`config.mk`:
```
export PLATFORM = sky130hd
export DESIGN_NAME = matmul_tiled_engine_flat
export DESIGN_NICKNAME = d
export VERILOG_FILES = /design/src/rtl/matmul_tiled_engine_pkg.sv /design/src/rtl/matmul_tiled_engine_if.sv /design/src/rtl/matmul_tiled_engine_mac_lane.sv /design/src/rtl/matmul_tiled_engine.sv /design/src/flat_wrapper.sv
export SDC_FILE = /design/constraint.sdc
export NUM_CORES = 1
export LEC_CHECK = 0
export ABC_AREA = 0
export BUFFER_PORTS_ARGS = -buffer_cell sky130_fd_sc_hd__buf_2
export CELL_PAD_IN_SITES_DETAIL_PLACEMENT = 1
export CELL_PAD_IN_SITES_GLOBAL_PLACEMENT = 2
export CORE_ASPECT_RATIO = 0.7
export CORE_UTILIZATION = 35
export CTS_BUF_LIST = sky130_fd_sc_hd__clkbuf_8
export CTS_CLUSTER_SIZE = 30
export DETAILED_ROUTE_END_ITERATION = 7
export HOLD_SLACK_MARGIN = 0.08
export PLACE_DENSITY = 0.74
export SLEW_MARGIN = 20
export SYNTH_ARGS = -nofsm -noshare
export SYNTH_HDL_FRONTEND = slang
export SYNTH_HIERARCHICAL = 1
export SYNTH_SLANG_ARGS = --single-unit
```
`constraint.sdc`:
```
create_clock -name clk -period 12.4 [get_ports clk]
set_input_delay 0.62 -clock clk [delete_from_list [all_inputs] [get_ports clk]]
set_output_delay 0.62 -clock clk [all_outputs]
set_load 0.01 [all_outputs]
```
`src/rtl/matmul_tiled_engine_pkg.sv`:
```
// Shared types and helpers for the tiled signed matrix-multiply engine.
package matmul_pkg;

  typedef enum logic [2:0] {
    ST_IDLE  = 3'd0,
    ST_LOAD  = 3'd1,
    ST_MAC   = 3'd2,
    ST_WRITE = 3'd3,
    ST_DONE  = 3'd4
  } state_t;

  // Counter width for an index that ranges over 0..n-1 (never narrower than 1 bit).
  function automatic int idx_w(input int n);
    return (n <= 1) ? 1 : $clog2(n);
  endfunction

  // Row-major flat position of element [r][c] in a matrix with `cols` columns.
  function automatic int flat_idx(input int r, input int c, input int cols);
    return r * cols + c;
  endfunction

  // Arithmetic right shift followed by a clip to a signed `ow`-bit range.
  function automatic logic signed [63:0] sat_shift(input logic signed [63:0] v,
                                                   input int sh, input int ow);
    logic signed [63:0] s, hi, lo;
    s  = v >>> sh;
    hi = (64'sd1 <<< (ow - 1)) - 64'sd1;
    lo = -hi - 64'sd1;
    if (s > hi)      return hi;
    else if (s < lo) return lo;
    else             return s;
  endfunction

  // True when sat_shift would have clipped the value.
  function automatic logic sat_hit(input logic signed [63:0] v,
                                   input int sh, input int ow);
    logic signed [63:0] s, hi, lo;
    s  = v >>> sh;
    hi = (64'sd1 <<< (ow - 1)) - 64'sd1;
    lo = -hi - 64'sd1;
    return (s > hi) || (s < lo);
  endfunction

endpackage

```
`src/rtl/matmul_tiled_engine_if.sv`:
```
// Command/operand/result bundle between a controller and the matmul engine.
interface matmul_tiled_engine_if #(
  parameter int DATA_WIDTH  = 8,
  parameter int ACCUM_WIDTH = 32,
  parameter int OUT_WIDTH   = 16,
  parameter int M_DIM       = 2,
  parameter int K_DIM       = 3,
  parameter int N_DIM       = 2,
  parameter int SHIFT_W     = 5
);
  logic                                op_start_mm;
  logic                                acc_mode;
  logic [SHIFT_W-1:0]                  shift_amt;
  logic [M_DIM*K_DIM*DATA_WIDTH-1:0]   matrix_a_flat;
  logic [K_DIM*N_DIM*DATA_WIDTH-1:0]   matrix_b_flat;
  logic [M_DIM*N_DIM*ACCUM_WIDTH-1:0]  output_matrix_c_flat;
  logic [M_DIM*N_DIM*OUT_WIDTH-1:0]    output_q_flat;
  logic                                op_busy_mm;
  logic                                op_done_mm;
  logic                                overflow_flag;

  modport master (
    output op_start_mm, acc_mode, shift_amt, matrix_a_flat, matrix_b_flat,
    input  output_matrix_c_flat, output_q_flat, op_busy_mm, op_done_mm, overflow_flag
  );

  modport slave (
    input  op_start_mm, acc_mode, shift_amt, matrix_a_flat, matrix_b_flat,
    output output_matrix_c_flat, output_q_flat, op_busy_mm, op_done_mm, overflow_flag
  );
endinterface

```
`src/rtl/matmul_tiled_engine_mac_lane.sv`:
```
// One signed multiply-accumulate lane with synchronous clear and enable.
module matmul_mac_lane #(
  parameter int DATA_WIDTH  = 8,
  parameter int ACCUM_WIDTH = 32
) (
  input  logic                          clk,
  input  logic                          rst_n,
  input  logic                          clr,
  input  logic                          en,
  input  logic signed [DATA_WIDTH-1:0]  a,
  input  logic signed [DATA_WIDTH-1:0]  b,
  output logic signed [ACCUM_WIDTH-1:0] acc
);

  logic signed [2*DATA_WIDTH-1:0] prod;

  assign prod = a * b;

  // Accumulator: clear wins over enable; the sum wraps at ACCUM_WIDTH.
  always_ff @(posedge clk or negedge rst_n) begin
    if (!rst_n)   acc <= '0;
    else if (clr) acc <= '0;
    else if (en)  acc <= acc + ACCUM_WIDTH'(prod);
  end

endmodule

```
`src/rtl/matmul_tiled_engine.sv`:
```
// Tiled signed matrix multiply C = A*B (or C += A*B) with a requantised output.
//
// state | meaning
// IDLE  | waiting for op_start_mm; operands latched on start
// LOAD  | clear lane accumulators, reset tile indices
// MAC   | K_DIM cycles of multiply-accumulate for the current tile
// WRITE | commit lane results to C/q, advance tile
// DONE  | one-cycle completion pulse
module matmul_tiled_engine
  import matmul_pkg::*;
#(
  parameter int DATA_WIDTH  = 8,
  parameter int ACCUM_WIDTH = 32,
  parameter int OUT_WIDTH   = 16,
  parameter int M_DIM       = 2,
  parameter int K_DIM       = 3,
  parameter int N_DIM       = 2,
  parameter int LANES       = 1,
  parameter int SHIFT_W     = 5
) (
  input logic                clk,
  input logic                rst_n,
  matmul_tiled_engine_if.slave bus
);

  localparam int NG  = N_DIM / LANES;
  localparam int MW  = idx_w(M_DIM);
  localparam int KW  = idx_w(K_DIM);
  localparam int NGW = idx_w(NG);
  localparam int CW  = idx_w(M_DIM * N_DIM);

  if (N_DIM % LANES != 0) begin : g_bad_lanes
    $error("matmul_tiled_engine: N_DIM must be a multiple of LANES");
  end

  state_t state_q, state_d;

  logic [MW-1:0]  m_q;
  logic [NGW-1:0] ng_q;
  logic [KW-1:0]  k_q;

  logic [M_DIM*K_DIM*DATA_WIDTH-1:0] a_lat;
  logic [K_DIM*N_DIM*DATA_WIDTH-1:0] b_lat;
  logic                              acc_mode_q;
  logic [SHIFT_W-1:0]                shift_q;
  logic                              ovf_q;

  logic signed [ACCUM_WIDTH-1:0] c_reg [M_DIM*N_DIM];
  logic        [OUT_WIDTH-1:0]   q_reg [M_DIM*N_DIM];

  logic lane_clr, lane_en, wr_en;
  logic last_k, last_ng, last_m, last_tile;

  logic signed [DATA_WIDTH-1:0]  a_el;
  logic        [CW-1:0]          wr_idx [LANES];
  logic signed [ACCUM_WIDTH-1:0] c_new  [LANES];
  logic        [OUT_WIDTH-1:0]   q_new  [LANES];
  logic        [LANES-1:0]       lane_sat;

  assign last_k    = (k_q == KW'(K_DIM - 1));
  assign last_ng   = (ng_q == NGW'(NG - 1));
  assign last_m    = (m_q == MW'(M_DIM - 1));
  assign last_tile = last_ng && last_m;

  // State register.
  always_ff @(posedge clk or negedge rst_n) begin
    if (!rst_n) state_q <= ST_IDLE;
    else        state_q <= state_d;
  end

  // Next-state and lane control decode.
  always_comb begin
    state_d  = state_q;
    lane_clr = 1'b0;
    lane_en  = 1'b0;
    wr_en    = 1'b0;
    case (state_q)
      ST_IDLE:  if (bus.op_start_mm) state_d = ST_LOAD;
      ST_LOAD: begin
        lane_clr = 1'b1;
        state_d  = ST_MAC;
      end
      ST_MAC: begin
        lane_en = 1'b1;
        if (last_k) state_d = ST_WRITE;
      end
      ST_WRITE: begin
        wr_en    = 1'b1;
        lane_clr = 1'b1;
        state_d  = last_tile ? ST_DONE : ST_MAC;
      end
      ST_DONE:  state_d = ST_IDLE;
      default:  state_d = ST_IDLE;
    endcase
  end

  // Tile and k indices: k sweeps within MAC, ng then m advance on WRITE.
  always_ff @(posedge clk or negedge rst_n) begin
    if (!rst_n) begin
      m_q  <= '0;
      ng_q <= '0;
      k_q  <= '0;
    end else begin
      case (state_q)
        ST_LOAD: begin
          m_q  <= '0;
          ng_q <= '0;
          k_q  <= '0;
        end
        ST_MAC: k_q <= last_k ? '0 : k_q + KW'(1);
        ST_WRITE: begin
          if (last_ng) begin
            ng_q <= '0;
            m_q  <= last_m ? '0 : m_q + MW'(1);
          end else begin
            ng_q <= ng_q + NGW'(1);
          end
        end
        default: ;
      endcase
    end
  end

  assign a_el = a_lat[flat_idx(int'(m_q), int'(k_q), K_DIM)*DATA_WIDTH +: DATA_WIDTH];

  for (genvar l = 0; l < LANES; l++) begin : g_lane
    logic signed [DATA_WIDTH-1:0]  b_el;
    logic signed [ACCUM_WIDTH-1:0] acc;
    logic signed [63:0]            c_ext;

    assign b_el = b_lat[flat_idx(int'(k_q), int'(ng_q)*LANES + l, N_DIM)*DATA_WIDTH +: DATA_WIDTH];

    matmul_mac_lane #(
      .DATA_WIDTH (DATA_WIDTH),
      .ACCUM_WIDTH(ACCUM_WIDTH)
    ) u_lane (
      .clk  (clk),
      .rst_n(rst_n),
      .clr  (lane_clr),
      .en   (lane_en),
      .a    (a_el),
      .b    (b_el),
      .acc  (acc)
    );

    assign wr_idx[l]   = CW'(flat_idx(int'(m_q), int'(ng_q)*LANES + l, N_DIM));
    assign c_new[l]    = acc_mode_q ? c_reg[wr_idx[l]] + acc : acc;
    assign c_ext       = 64'(c_new[l]);
    assign q_new[l]    = OUT_WIDTH'(sat_shift(c_ext, int'(shift_q), OUT_WIDTH));
    assign lane_sat[l] = sat_hit(c_ext, int'(shift_q), OUT_WIDTH);
  end

  // Operand latch on start, and C/q/overflow commit on WRITE.
  always_ff @(posedge clk or negedge rst_n) begin
    if (!rst_n) begin
      a_lat      <= '0;
      b_lat      <= '0;
      acc_mode_q <= 1'b0;
      shift_q    <= '0;
      ovf_q      <= 1'b0;
      for (int i = 0; i < M_DIM*N_DIM; i++) begin
        c_reg[i] <= '0;
        q_reg[i] <= '0;
      end
    end else if (state_q == ST_IDLE && bus.op_start_mm) begin
      a_lat      <= bus.matrix_a_flat;
      b_lat      <= bus.matrix_b_flat;
      acc_mode_q <= bus.acc_mode;
      shift_q    <= bus.shift_amt;
      ovf_q      <= 1'b0;
    end else if (wr_en) begin
      for (int l = 0; l < LANES; l++) begin
        c_reg[wr_idx[l]] <= c_new[l];
        q_reg[wr_idx[l]] <= q_new[l];
      end
      ovf_q <= ovf_q | (|lane_sat);
    end
  end

  for (genvar i = 0; i < M_DIM*N_DIM; i++) begin : g_out
    assign bus.output_matrix_c_flat[i*ACCUM_WIDTH +: ACCUM_WIDTH] = c_reg[i];
    assign bus.output_q_flat[i*OUT_WIDTH +: OUT_WIDTH]            = q_reg[i];
  end

  assign bus.op_busy_mm    = (state_q == ST_LOAD) || (state_q == ST_MAC) || (state_q == ST_WRITE);
  assign bus.op_done_mm    = (state_q == ST_DONE);
  assign bus.overflow_flag = ovf_q;

endmodule

```
`src/flat_wrapper.sv`:
```
// flat-port wrapper written by rule: the top's interface ports become plain ports
module matmul_tiled_engine_flat import matmul_pkg::*;
#(
  parameter int DATA_WIDTH  = 8,
  parameter int ACCUM_WIDTH = 32,
  parameter int OUT_WIDTH   = 16,
  parameter int M_DIM       = 2,
  parameter int K_DIM       = 3,
  parameter int N_DIM       = 2,
  parameter int LANES       = 1,
  parameter int SHIFT_W     = 5
)
  (clk, rst_n, bus_op_start_mm, bus_acc_mode, bus_shift_amt, bus_matrix_a_flat, bus_matrix_b_flat, bus_output_matrix_c_flat, bus_output_q_flat, bus_op_busy_mm, bus_op_done_mm, bus_overflow_flag);
  matmul_tiled_engine_if #(.DATA_WIDTH(DATA_WIDTH), .ACCUM_WIDTH(ACCUM_WIDTH), .OUT_WIDTH(OUT_WIDTH), .M_DIM(M_DIM), .K_DIM(K_DIM), .N_DIM(N_DIM), .SHIFT_W(SHIFT_W)) bus_i ();
  input logic clk;
  input logic rst_n;
  input wire logic [$bits(bus_i.op_start_mm)-1:0] bus_op_start_mm;
  input wire logic [$bits(bus_i.acc_mode)-1:0] bus_acc_mode;
  input wire logic [$bits(bus_i.shift_amt)-1:0] bus_shift_amt;
  input wire logic [$bits(bus_i.matrix_a_flat)-1:0] bus_matrix_a_flat;
  input wire logic [$bits(bus_i.matrix_b_flat)-1:0] bus_matrix_b_flat;
  output wire logic [$bits(bus_i.output_matrix_c_flat)-1:0] bus_output_matrix_c_flat;
  output wire logic [$bits(bus_i.output_q_flat)-1:0] bus_output_q_flat;
  output wire logic [$bits(bus_i.op_busy_mm)-1:0] bus_op_busy_mm;
  output wire logic [$bits(bus_i.op_done_mm)-1:0] bus_op_done_mm;
  output wire logic [$bits(bus_i.overflow_flag)-1:0] bus_overflow_flag;
  assign bus_i.op_start_mm = bus_op_start_mm;
  assign bus_i.acc_mode = bus_acc_mode;
  assign bus_i.shift_amt = bus_shift_amt;
  assign bus_i.matrix_a_flat = bus_matrix_a_flat;
  assign bus_i.matrix_b_flat = bus_matrix_b_flat;
  assign bus_output_matrix_c_flat = bus_i.output_matrix_c_flat;
  assign bus_output_q_flat = bus_i.output_q_flat;
  assign bus_op_busy_mm = bus_i.op_busy_mm;
  assign bus_op_done_mm = bus_i.op_done_mm;
  assign bus_overflow_flag = bus_i.overflow_flag;
  matmul_tiled_engine #(.DATA_WIDTH(DATA_WIDTH), .ACCUM_WIDTH(ACCUM_WIDTH), .OUT_WIDTH(OUT_WIDTH), .M_DIM(M_DIM), .K_DIM(K_DIM), .N_DIM(N_DIM), .LANES(LANES), .SHIFT_W(SHIFT_W)) u_core (.clk(clk), .rst_n(rst_n), .bus(bus_i));
endmodule
```
==> flow_summary.ini <==
[timing]
max_freq_mhz = 115.5
tightestPinTransition_ps = 1193
relSlewSlack = 0.2001
fin_crit_ps = 8660
clock_skew_ps = 64.02
final_hold_viol_count = 0
rsz0062_at_grt = false
maxSlewViolCount = 0
period_share = 0.6984
tns_ps = 0
setup-violations-final = 0

[die]
rows = 81
dieArea_mm2 = 0.07248
ioPinCount = 300
start_util = 0.3558
die_w_um = 321.4
die_y_um = 225.5
core_area_mm2 = 0.07023

[setup_path]
start_kind = register
crit_fanout = 23
cp-end-kind = register
cpMostUsedCell = fa_1
path_cells = ha_1 -> fa_1 -> nand2b_1 -> o22ai_1 -> nand2_1 -> inv_1 -> fa_1 -> inv_1 -> fa_1 -> inv_1 -> fa_1 -> fa_1 -> ha_1 -> ha_1 -> and4_1 -> o21ai_0 -> a211oi_1 -> nor4b_1 -> or4_1 -> nand3_1
cp.arrival_ps = 9310
cp_slowest_cell = dfrtp_2
cp_slowest_stage_delay_ps = 740
cp.required_ps = 13050
critPathKind = register to register

[clock_network]
cts_sinks = 334
cts_tree = yes
path_clk_slew_ps = 80
clk_path_buf_depth = 3
numCtsBuffers = 58
post_cts_buffers = 0
insertion_delay_ps = 720
cts.htree.levels = 2
clockRootBuffer = clkbuf_8

[global_routing]
met3_usage = 0.05652
grtUsageMet1 = 0.3975
grt_max_degree = 74
busiest_layer = met1
grtUsageTotal = 0.2597
met2_usage = 0.3730
grt_antenna_before_repair = 4
grt_overflow_total = 0
grt_pass1_wl_um = 143800
grt_pass1_vias = 22680

[synthesis]
yosysMostFrequentCell = dfrtp_1
yosysSeqAreaShare = 0.3345
synth_top_flop_cell = dfrtp_1
yosysWarnings = 6
synth_common_cells = dfrtp_1 (334), nand2_1 (319), o21ai_0 (207), nor2_1 (189), a21oi_1 (163)
syn_nets = 2918
yosys.cell_types.count = 98
synth-edff-count = 0
ys_seq_elements = 334
synth_top_cell_area_share = 0.3345
syn_inst = 2573
synth_top_area_cell = dfrtp_1
async_flop_share = 1.000
syn_area_mm2 = 0.02499
ys_top_cells_by_area = dfrtp_1 (33%), fa_1 (11%), ha_1 (5.1%), mux2_2 (4.9%), nand2_1 (4.8%)
syn_area_per_cell_um2 = 9.711

[outcome]
status = finished clean

[routing]
drtIter0Drc = 1783
wl_per_cell_um = 24.37
wl_um = 93630
first_pass_iters = 5
vias = 21800
ant_nets = 0
vias_per_cell = 5.674
post-route-drc-count = 0

[finish]
fin_nets = 3183
areaGrowthSynthToFinish_pct = 15.63
drive_above_1_share = 0.2222

[job]
cap_viol_max_count = 0

[placed_design]
routabilityCongestion = 0.9492
portBuffers = 299
hpwl_um = 71450

[worst_hold_path]
hp-class = input port to register
[repair_timing]
item | in CTS | in global routing
hold buffers | 18 | 0
hold endpoints to repair | 83 | 0
gates resized for setup | 0 | 0
[final timing paths]
check / endpoint / slack, ps / depth (start not counted) / from
min: u_core/b_lat[6]$_DFFE_PN0P_ / 150 / 2 / bus_matrix_b_flat[6]
min reg2reg: u_core/bus.output_q_flat[19]$_DFFE_PN0P_ / 480 / 2 / u_core/bus.output_q_flat[19]$_DFFE_PN0P_
max in group asynchronous: u_core/bus.output_q_flat[50]$_DFFE_PN0P_ / 9730 / 4 / rst_n
min in group asynchronous: u_core/g_lane[0].u_lane/acc[17]$_DFFE_PN0P_ / 500 / 2 / rst_n
max: u_core/g_lane[0].u_lane/acc[30]$_DFFE_PN0P_ / 3740 / 20 / u_core/last_m$_DFFE_PN0P_
max reg2reg: u_core/g_lane[0].u_lane/acc[30]$_DFFE_PN0P_ / 3740 / 20 / u_core/last_m$_DFFE_PN0P_
[logic make-up after synthesis]
group / after synthesis / share of synthesized area
XOR/XNOR: 45 / 0.01577
flip-flops: 334 / 0.3345
AO/OA/AOI/OAI: 667 / 0.1725
adder cells (fa/ha/maj): 240 / 0.1616
AND/OR/NAND/NOR: 751 / 0.1379
multiplexers: 255 / 0.1336
buffers and inverters: 281 / 0.04412
[cell usage in the layout (no fill, tap or decap), types with 10 or more instances in the layout]
master / n
inv_1: 144
clkbuf_8: 72
mux2_2: 108
or3_1: 10
buf_4: 40
o2111ai_1: 10
a211oi_1: 38
nand2b_1: 21
fa_1: 138
o21ai_1: 17
xor2_1: 17
o22ai_1: 18
a31oi_1: 12
a21o_1: 16
nand3_1: 28
buf_2: 298
ha_1: 102
dfrtp_1: 331
nor3_1: 33
a21oi_1: 163
nand4_1: 27
nor2_1: 189
xnor2_1: 28
o21bai_1: 13
mux2i_1: 94
o21ai_0: 207
nand2_1: 318
o211ai_1: 26
and2_1: 53
dlygate4sd3_1: 18
o21a_1: 21
mux4_2: 52
[final cells by class]
| type | instances | area, um^2 |
|---|---|---|
| Antenna cell | 3 | 7.507 |
| Clock buffer | 72 | 991.0 |
| Clock inverter | 35 | 301.5 |
| Fill cell | 8039 | 41340 |
| Inverter | 129 | 484.2 |
| Multi-Input combinational cell | 1958 | 15560 |
| Sequential cell | 334 | 8364 |
| Tap cell | 954 | 1194 |
| Timing Repair Buffer | 357 | 1987 |
[registers in the layout (all words and copies together), names as in the netlist]
register,count
u_core/b_lat,48
u_core/g_lane.u_lane/acc,32
u_core/bus.output_q_flat,64
u_core/bus.overflow_flag,1
u_core/last_ng,1
u_core/last_m,1
u_core/acc_mode_q,1
u_core/bus.output_matrix_c_flat,128
u_core/state_q,3
u_core/k_q,2
u_core/a_lat,48
u_core/shift_q,5
[critical path: cells and delay by family (launching register included)]
| family | cells | cell delay (ps) |
|---|---|---|
| adders and majority gates | 8 | 3850 |
| and+or+nand+nor | 6 | 1640 |
| AOI/OAI and AO/OA | 3 | 1260 |
| buffers and inverters | 3 | 1120 |
| DFF | 1 | 740 |
[metal layers]
metal | share of wire | wire length (um)
met3 | 0.076 | 7072
met1 | 0.49 | 45840
met5 | 0.00014 | 13
met2 | 0.42 | 39250
met4 | 0.015 | 1449
[through the flow]
stage	cells	utilization	hold WS [ps]	instance area, um^2	setup WS, ps
2_1_floorplan	2573	-	324.4	24990	4880
3_3_place_gp	3714	0.3902	463.5	27400	3950
3_5_place_dp	3714	0.3902	468.3	27400	3699
4_1_cts	3839	0.4111	81.42	28880	3663
5_1_grt	3839	0.4113	115.1	28880	3067
6_report	3842	0.4114	153.0	28890	3740
Power is not shown: default switching activity piles up to over one toggle a cycle in this logic, so the estimate is an artifact.
